<file path="src/rtl/aes_plat_pkg.sv">
// Shared definitions for the AES verification platform run sequencer.
// Holds the sequencer state encoding and the default counter width.
package aes_plat_pkg;

    localparam int unsigned CNT_W_DFLT = 32;

    typedef enum logic [2:0] {
        ST_IDLE   = 3'd0,
        ST_WARMUP = 3'd1,
        ST_RUN    = 3'd2,
        ST_DRAIN  = 3'd3,
        ST_DONE   = 3'd4
    } seq_state_e;

endpackage

</file>
<file path="src/rtl/seq_watchdog.sv">
// Loadable saturating counter: counts down to TERM or up to TERM, then holds.
// Used both as the warm-up delay and as the result-timeout watchdog.
module seq_watchdog #(
    parameter int unsigned    W          = 32,
    parameter bit             COUNT_DOWN = 1'b1,
    parameter logic [W-1:0]   TERM       = '0
) (
    input  logic         clk,
    input  logic         rst_n,
    input  logic         clr,
    input  logic         load,
    input  logic [W-1:0] load_val,
    input  logic         en,
    output logic         expire
);

    localparam logic [W-1:0] ONE = W'(1);

    logic [W-1:0] cnt_q, cnt_d;

    assign expire = (cnt_q == TERM);

    always_comb begin
        cnt_d = cnt_q;
        if (clr) begin
            cnt_d = '0;
        end else if (load) begin
            cnt_d = load_val;
        end else if (en && !expire) begin
            cnt_d = COUNT_DOWN ? (cnt_q - ONE) : (cnt_q + ONE);
        end
    end

    always_ff @(posedge clk or negedge rst_n) begin
        if (!rst_n) begin
            cnt_q <= '0;
        end else begin
            cnt_q <= cnt_d;
        end
    end

endmodule

</file>
<file path="src/rtl/aes_test_seq.sv">
// Run-level sequencer: warm-up, block issue, result drain with watchdog, and
// pass/fail/timeout reporting against scoreboard totals.
module aes_test_seq
    import aes_plat_pkg::*;
#(
    parameter int unsigned WARMUP_CYC  = 4096,
    parameter int unsigned TIMEOUT_CYC = 1_000_000,
    parameter int unsigned CNT_W       = CNT_W_DFLT
) (
    input  logic             clk,
    input  logic             rst_n,
    input  logic             start,
    input  logic             abort,
    input  logic             mode_enc,
    input  logic [CNT_W-1:0] num_blocks,
    input  logic             tx_require,
    input  logic [CNT_W-1:0] total,
    input  logic [CNT_W-1:0] correct,
    output logic             work,
    output logic             enc,
    output logic             busy,
    output logic             done,
    output logic             pass,
    output logic             timeout,
    output logic [CNT_W-1:0] issued,
    output logic [CNT_W-1:0] fail_cnt
);

    localparam int unsigned      WD_W = 32;
    localparam logic [CNT_W-1:0] ONE  = CNT_W'(1);

    seq_state_e       state_q, state_d;
    logic             work_q, work_d, enc_q, enc_d, busy_q, busy_d, done_q, done_d;
    logic             pass_q, pass_d, timeout_q, timeout_d;
    logic [CNT_W-1:0] issued_q, issued_d, fail_q, fail_d, num_q, num_d;
    logic [CNT_W-1:0] base_total_q, base_total_d, base_correct_q, base_correct_d;
    logic [CNT_W-1:0] total_prev_q;
    logic [CNT_W-1:0] res, ok;
    logic             active, start_ok, warm_exp, wd_en, wd_clr, wd_exp;

    // Modular deltas keep the run correct when scoreboard counters wrap.
    assign res      = total - base_total_q;
    assign ok       = correct - base_correct_q;
    assign active   = state_q inside {ST_WARMUP, ST_RUN, ST_DRAIN};
    assign start_ok = start && !abort && (state_q inside {ST_IDLE, ST_DONE});
    assign wd_en    = state_q inside {ST_RUN, ST_DRAIN};
    assign wd_clr   = !wd_en || (total != total_prev_q);

    seq_watchdog #(
        .W          (WD_W),
        .COUNT_DOWN (1'b1),
        .TERM       ('0)
    ) u_warm (
        .clk      (clk),
        .rst_n    (rst_n),
        .clr      (1'b0),
        .load     (start_ok),
        .load_val (WD_W'(WARMUP_CYC - 1)),
        .en       (state_q == ST_WARMUP),
        .expire   (warm_exp)
    );

    seq_watchdog #(
        .W          (WD_W),
        .COUNT_DOWN (1'b0),
        .TERM       (WD_W'(TIMEOUT_CYC - 1))
    ) u_timeout (
        .clk      (clk),
        .rst_n    (rst_n),
        .clr      (wd_clr),
        .load     (1'b0),
        .load_val ('0),
        .en       (wd_en),
        .expire   (wd_exp)
    );

    // NOTE: every next-state signal takes its hold value first, so no path
    // through this block can leave one unassigned and infer a latch.
    always_comb begin
        state_d        = state_q;
        work_d         = work_q;
        enc_d          = enc_q;
        pass_d         = pass_q;
        timeout_d      = timeout_q;
        issued_d       = issued_q;
        fail_d         = fail_q;
        num_d          = num_q;
        base_total_d   = base_total_q;
        base_correct_d = base_correct_q;

        if (active) begin
            if (tx_require) begin
                issued_d = issued_q + ONE;
            end
            fail_d = res - ok;
        end

        if (abort) begin
            state_d   = ST_IDLE;
            work_d    = 1'b0;
            pass_d    = 1'b0;
            timeout_d = 1'b0;
        end else begin
            case (state_q)
                ST_IDLE, ST_DONE: begin
                    if (start_ok) begin
                        enc_d          = mode_enc;
                        num_d          = num_blocks;
                        base_total_d   = total;
                        base_correct_d = correct;
                        issued_d       = '0;
                        fail_d         = '0;
                        timeout_d      = 1'b0;
                        pass_d         = (num_blocks == '0);
                        state_d        = (num_blocks == '0) ? ST_DONE : ST_WARMUP;
                    end
                end
                ST_WARMUP: begin
                    if (warm_exp) begin
                        state_d = ST_RUN;
                        work_d  = 1'b1;
                    end
                end
                ST_RUN: begin
                    if (issued_d >= num_q) begin
                        state_d = ST_DRAIN;
                        work_d  = 1'b0;
                    end else if (wd_exp) begin
                        state_d   = ST_DONE;
                        work_d    = 1'b0;
                        pass_d    = 1'b0;
                        timeout_d = 1'b1;
                    end
                end
                ST_DRAIN: begin
                    // A late block in the completion cycle defers the decision.
                    if (!tx_require && (res >= issued_q)) begin
                        state_d   = ST_DONE;
                        pass_d    = (res == issued_q) && (res == ok);
                        timeout_d = 1'b0;
                    end else if (wd_exp) begin
                        state_d   = ST_DONE;
                        pass_d    = 1'b0;
                        timeout_d = 1'b1;
                    end
                end
                default: begin
                    state_d = ST_IDLE;
                    work_d  = 1'b0;
                end
            endcase
        end

        busy_d = state_d inside {ST_WARMUP, ST_RUN, ST_DRAIN};
        done_d = (state_d == ST_DONE);
    end

    always_ff @(posedge clk or negedge rst_n) begin
        if (!rst_n) begin
            state_q        <= ST_IDLE;
            work_q         <= 1'b0;
            enc_q          <= 1'b0;
            busy_q         <= 1'b0;
            done_q         <= 1'b0;
            pass_q         <= 1'b0;
            timeout_q      <= 1'b0;
            issued_q       <= '0;
            fail_q         <= '0;
            num_q          <= '0;
            base_total_q   <= '0;
            base_correct_q <= '0;
            total_prev_q   <= '0;
        end else begin
            state_q        <= state_d;
            work_q         <= work_d;
            enc_q          <= enc_d;
            busy_q         <= busy_d;
            done_q         <= done_d;
            pass_q         <= pass_d;
            timeout_q      <= timeout_d;
            issued_q       <= issued_d;
            fail_q         <= fail_d;
            num_q          <= num_d;
            base_total_q   <= base_total_d;
            base_correct_q <= base_correct_d;
            total_prev_q   <= total;
        end
    end

    assign work     = work_q;
    assign enc      = enc_q;
    assign busy     = busy_q;
    assign done     = done_q;
    assign pass     = pass_q;
    assign timeout  = timeout_q;
    assign issued   = issued_q;
    assign fail_cnt = fail_q;

endmodule

</file>
<file path="config.mk">
export PLATFORM = sky130hd
export DESIGN_NAME = aes_test_seq
export DESIGN_NICKNAME = d
export VERILOG_FILES = /design/src/rtl/aes_plat_pkg.sv /design/src/rtl/seq_watchdog.sv /design/src/rtl/aes_test_seq.sv
export SDC_FILE = /design/constraint.sdc
export NUM_CORES = 1
export LEC_CHECK = 0
export ABC_AREA = 1
export BUFFER_PORTS_ARGS = -buffer_cell sky130_fd_sc_hd__buf_4
export CAP_MARGIN = 5
export CORE_MARGIN = 2
export CORE_UTILIZATION = 45
export DETAILED_ROUTE_END_ITERATION = 10
export GPL_ROUTABILITY_DRIVEN = 0
export PLACE_DENSITY = 0.67
export SLEW_MARGIN = 10
export SYNTH_ARGS = -nofsm -noshare
export SYNTH_HDL_FRONTEND = slang
export SYNTH_HIERARCHICAL = 1
export SYNTH_SLANG_ARGS = --single-unit
</file>
<file path="constraint.sdc">
create_clock -name clk -period 7.2 [get_ports clk]
set_clock_uncertainty 0.2 [all_clocks]
set_input_delay 0.72 -clock clk [delete_from_list [all_inputs] [get_ports clk]]
set_output_delay 0.72 -clock clk [all_outputs]
set_load 0.02 [all_outputs]
</file>
==> results.yml <==
final_layout:
  layout.cells.most_common_list: "sky130_fd_sc_hd__nand2_1 (871), sky130_fd_sc_hd__inv_1 (428), sky130_fd_sc_hd__nor2_1 (343)"
  nets: 3577
  register_area_um2: 6630
  areaGrowthSynthToFinish_pct: 15.0
  insertedDiodeCount: 0
  multi_input_comb_area_um2: 12600
  layout_fillers: 4627
  final_area_um2: 24100
  layout_commonest_cell: "sky130_fd_sc_hd__nand2_1"
  layout_cell_share_with_drive_strength_beyond_1_pct: 8.42
clocking:
  clock_tree.buffer_depth: 3
  cts-htree-levels: 1
  worstSkewPairLatency_ns: 0.58
  ctsRootBufferMaster: "sky130_fd_sc_hd__clkbuf_16"
  cts_made_buffers: 31
  cts.sink_count: 265
  tritoncts: "yes"
  worst_setup_hold_path_clk_slew_ns: 0.06
worst_setup_path:
  start_kind: "register"
  critical_path_peak_fanout: 59
  crit_path_end_kind: "register"
  crit_arrival_ns: 4.91
  crit_path_category: "register to register"
  required_time_of_the_worst_setup_path_ns: 7.47
  worstRegToRegCells: 23
sta:
  worst_slew_margin_rel_pct: 32.0
  timing.final.max_slew_violations: 0
  hold_viol_final: 0
  timing.final.ws_setup_ns: 2.56
  timing.final.crit_period_ns: 4.64
  fin_crit_sh_pct: 64.5
  tightestPinTransition_ns: 1.02
  fmaxAchievable_mhz: 215
  rsz0062_at_grt: "false"
  fin_setup_tns_ns: 0
  timing.final.setup_violations: 0
pwr:
  switching_share_pct: 45.3
  power.share.clock_pct: 22.9
  power_density_nw_per_um2: 302
  net-switching-power_mw: 3.29
  cell_internal_pwr_mw: 3.98
  max-vdd-ir-drop_mv: 0.239
  leakage_nw: 12.4
  power_frac_seq_pct: 25.3
  p_comb_share_pct: 51.8
floorplan:
  die_width_um: 220
  initial_core_util_pct: 45.2
  fp.coreArea_um2: 46300
  die-area_um2: 48200
  ios: 172
  placementRows: 79
  die_h_um: 220
synthesis:
  synthesis.area_um2: 20900
  ys.warnings.count: 6
  netlist-cell-type-count: 55
  postSynthRegisterBits: 265
  synthesis.instances: 3097
  ys_dominant_reg_cell: "sky130_fd_sc_hd__dfrtp_1"
  seq_area_frac_synth_pct: 31.7
  synth.top_cells.by_area: "sky130_fd_sc_hd__dfrtp_1 (32%), sky130_fd_sc_hd__nand2_1 (16%), sky130_fd_sc_hd__ha_1 (9.6%), sky130_fd_sc_hd__inv_1 (7.7%), sky130_fd_sc_hd__nor2_1 (6.2%)"
  number_of_enable_type_register_cells_in_the_synthesized_netlist: 0
  synth.top_cell.area_share_pct: 31.7
  ys_async_sr_fraction_pct: 100
  netlist.top_cell.by_area: "sky130_fd_sc_hd__dfrtp_1"
  syn-mean-instance-area_um2: 6.75
global_routing:
  grt_use_total_pct: 26.6
  globalRoute.totalOverflow: 0
  antenna_violations_before_repair: 0
  via_count_of_the_first_global_routing_pass: 19800
  grt_first_pass_wirelength_um: 103000
  grt_max_degree: 141
flow_run:
  drv_cap: 0
routing:
  wl_cell_um: 16.3
  drt.antenna.violating_nets: 0
  routed_wl_um: 64400
  viasPerCell: 5.29
  drtIter0Drc: 1792
  vias_after_detailed_routing: 20800
  dr.pass1.iters: 5
  post-route-drc-count: 0
placed_design:
  hpwl_um: 50200
  place_area_um2: 23000
  port_buffers: 171
  dpl_worst_slack_ns: 2.44
worst_hold_path:
  min_path_type: "input pin to register"
  whs_path_depth: 1
run_status:
  outcome: "completed"
-- power by group through the flow --
stage	Clock, mW	Combinational (mW)	Sequential, mW
finish	1.66	3.77	1.84
global route	1.75	4.22	1.86
CTS	1.69	3.68	1.84
detailed placement	0	3.66	1.87
global placement	0	3.59	1.86
floorplan	0	2.52	1.92
-- routing by layer --
layer / vias to the layer above / track usage (%) / share of wire [%]
met5: - / 0 / 0
met4: 0 / 7.61 / 3.0
met3: 115 / 4.20 / 6.8
met2: 674 / 44.2 / 46
met1: 9724 / 35.8 / 44
li1: 10300 / - / -
-- cell usage after synthesis, types with 12 or more instances --
| library cell | instances |
|---|---|
| sky130_fd_sc_hd__a31oi_1 | 12 |
| sky130_fd_sc_hd__dfrtp_1 | 265 |
| sky130_fd_sc_hd__o21bai_1 | 22 |
| sky130_fd_sc_hd__nor4_1 | 27 |
| sky130_fd_sc_hd__nand4_1 | 35 |
| sky130_fd_sc_hd__o21ai_0 | 225 |
| sky130_fd_sc_hd__or2_2 | 13 |
| sky130_fd_sc_hd__nor2_1 | 343 |
| sky130_fd_sc_hd__o211ai_1 | 17 |
| sky130_fd_sc_hd__nor3_1 | 29 |
| sky130_fd_sc_hd__nand3_1 | 214 |
| sky130_fd_sc_hd__xnor2_1 | 42 |
| sky130_fd_sc_hd__nand2_1 | 872 |
| sky130_fd_sc_hd__inv_1 | 429 |
| sky130_fd_sc_hd__xor2_1 | 71 |
| sky130_fd_sc_hd__a21o_1 | 16 |
| sky130_fd_sc_hd__ha_1 | 160 |
| sky130_fd_sc_hd__a21oi_1 | 141 |
| sky130_fd_sc_hd__clkbuf_1 | 44 |
-- sequential cells by signal, summed over array words and instances (netlist names) --
register and count:
u_timeout/cnt_q 32, base_total_q 32, work 1, u_warm/cnt_q 32, done 1, base_correct_q 32
issued 32, total_prev_q 32, busy 1, timeout 1, fail_cnt 32, num_q 32
state_q 3, pass 1, enc 1
-- path summary, 6_finish.rpt --
check,from,to,slack (ns)
hold reg to reg,base_total_q[27]$_DFFE_PN0P_,base_total_q[27]$_DFFE_PN0P_,0.29
min in group asynchronous,rst_n,u_timeout/cnt_q[13]$_DFFE_PN0P_,0.46
hold / removal,total[2],total_prev_q[2]$_DFF_PN0_,0.07
setup reg to reg,state_q[0]$_DFF_PN0_,pass$_DFFE_PN0P_,2.56
setup / recovery,state_q[0]$_DFF_PN0_,pass$_DFFE_PN0P_,2.56
max in group asynchronous,rst_n,timeout$_DFFE_PN0P_,5.03
-- layout make-up --
class / instances / area share (%)
well taps: 607 / 3.16
inverters: 433 / 6.78
repair buffers: 181 / 5.74
flip-flops and latches: 265 / 27.6
clock inverters: 14 / 0.744
multi-input cells: 2400 / 52.4
clock buffers: 43 / 3.62
-- critical path: stages, from the launching register on --
cell and delay, ns:
sky130_fd_sc_hd__dfrtp_1 0.40, sky130_fd_sc_hd__nor2_2 0.11, sky130_fd_sc_hd__nor2_4 0.08, sky130_fd_sc_hd__buf_4 0.50
sky130_fd_sc_hd__nand2_2 0.32, sky130_fd_sc_hd__inv_1 0.24, sky130_fd_sc_hd__nand2_1 0.14, sky130_fd_sc_hd__nor2_1 0.18
sky130_fd_sc_hd__nand2_1 0.11, sky130_fd_sc_hd__nor2_1 0.16, sky130_fd_sc_hd__nand3_1 0.11, sky130_fd_sc_hd__xor2_1 0.19
sky130_fd_sc_hd__ha_1 0.29, sky130_fd_sc_hd__nand2_1 0.06, sky130_fd_sc_hd__nor2_1 0.11, sky130_fd_sc_hd__nand2_1 0.13
sky130_fd_sc_hd__nor4_1 0.36, sky130_fd_sc_hd__nand3_1 0.14, sky130_fd_sc_hd__nand3_1 0.23, sky130_fd_sc_hd__nand2_1 0.08
sky130_fd_sc_hd__nand3_1 0.16, sky130_fd_sc_hd__nor2_1 0.08, sky130_fd_sc_hd__nand2_1 0.07, sky130_fd_sc_hd__nand2_1 0.05
-- timing repair --
item	CTS	global route
setup buffers	0	0
resized for setup	0	0
hold buffers	1	0
endpoints found under the hold margin	62	0
-- through the flow --
stage          hold WS (ns)  total power, mW  instances  util (%)
4_1_cts              0.0431             7.22       3943      52.0
5_1_grt              0.0473             7.83       3943      52.0
6_report             0.0655             7.27       3943      52.0
3_5_place_dp          0.275             5.53       3885      49.7
3_3_place_gp          0.267             5.45       3885      49.7
2_1_floorplan         0.224             4.43       3163         -
-- cells by family (layout without fill, tap and decap cells) --
| family | after synthesis | count (layout) | synth area share [%] |
|---|---|---|---|
| and+or+nand+nor | 1574 | 1574 | 31.4 |
| xor gates and xnor gates | 114 | 114 | 4.81 |
| buffers and inverters | 498 | 671 | 9.21 |
| adders and majority gates | 163 | 163 | 9.86 |
| muxes | 3 | 3 | 0.144 |
| AOI/OAI and AO/OA | 478 | 478 | 12.8 |
| other | 2 | 68 | 0.0359 |
| DFF | 265 | 265 | 31.7 |
No activity file was read; power rests on OpenSTA's default activity.
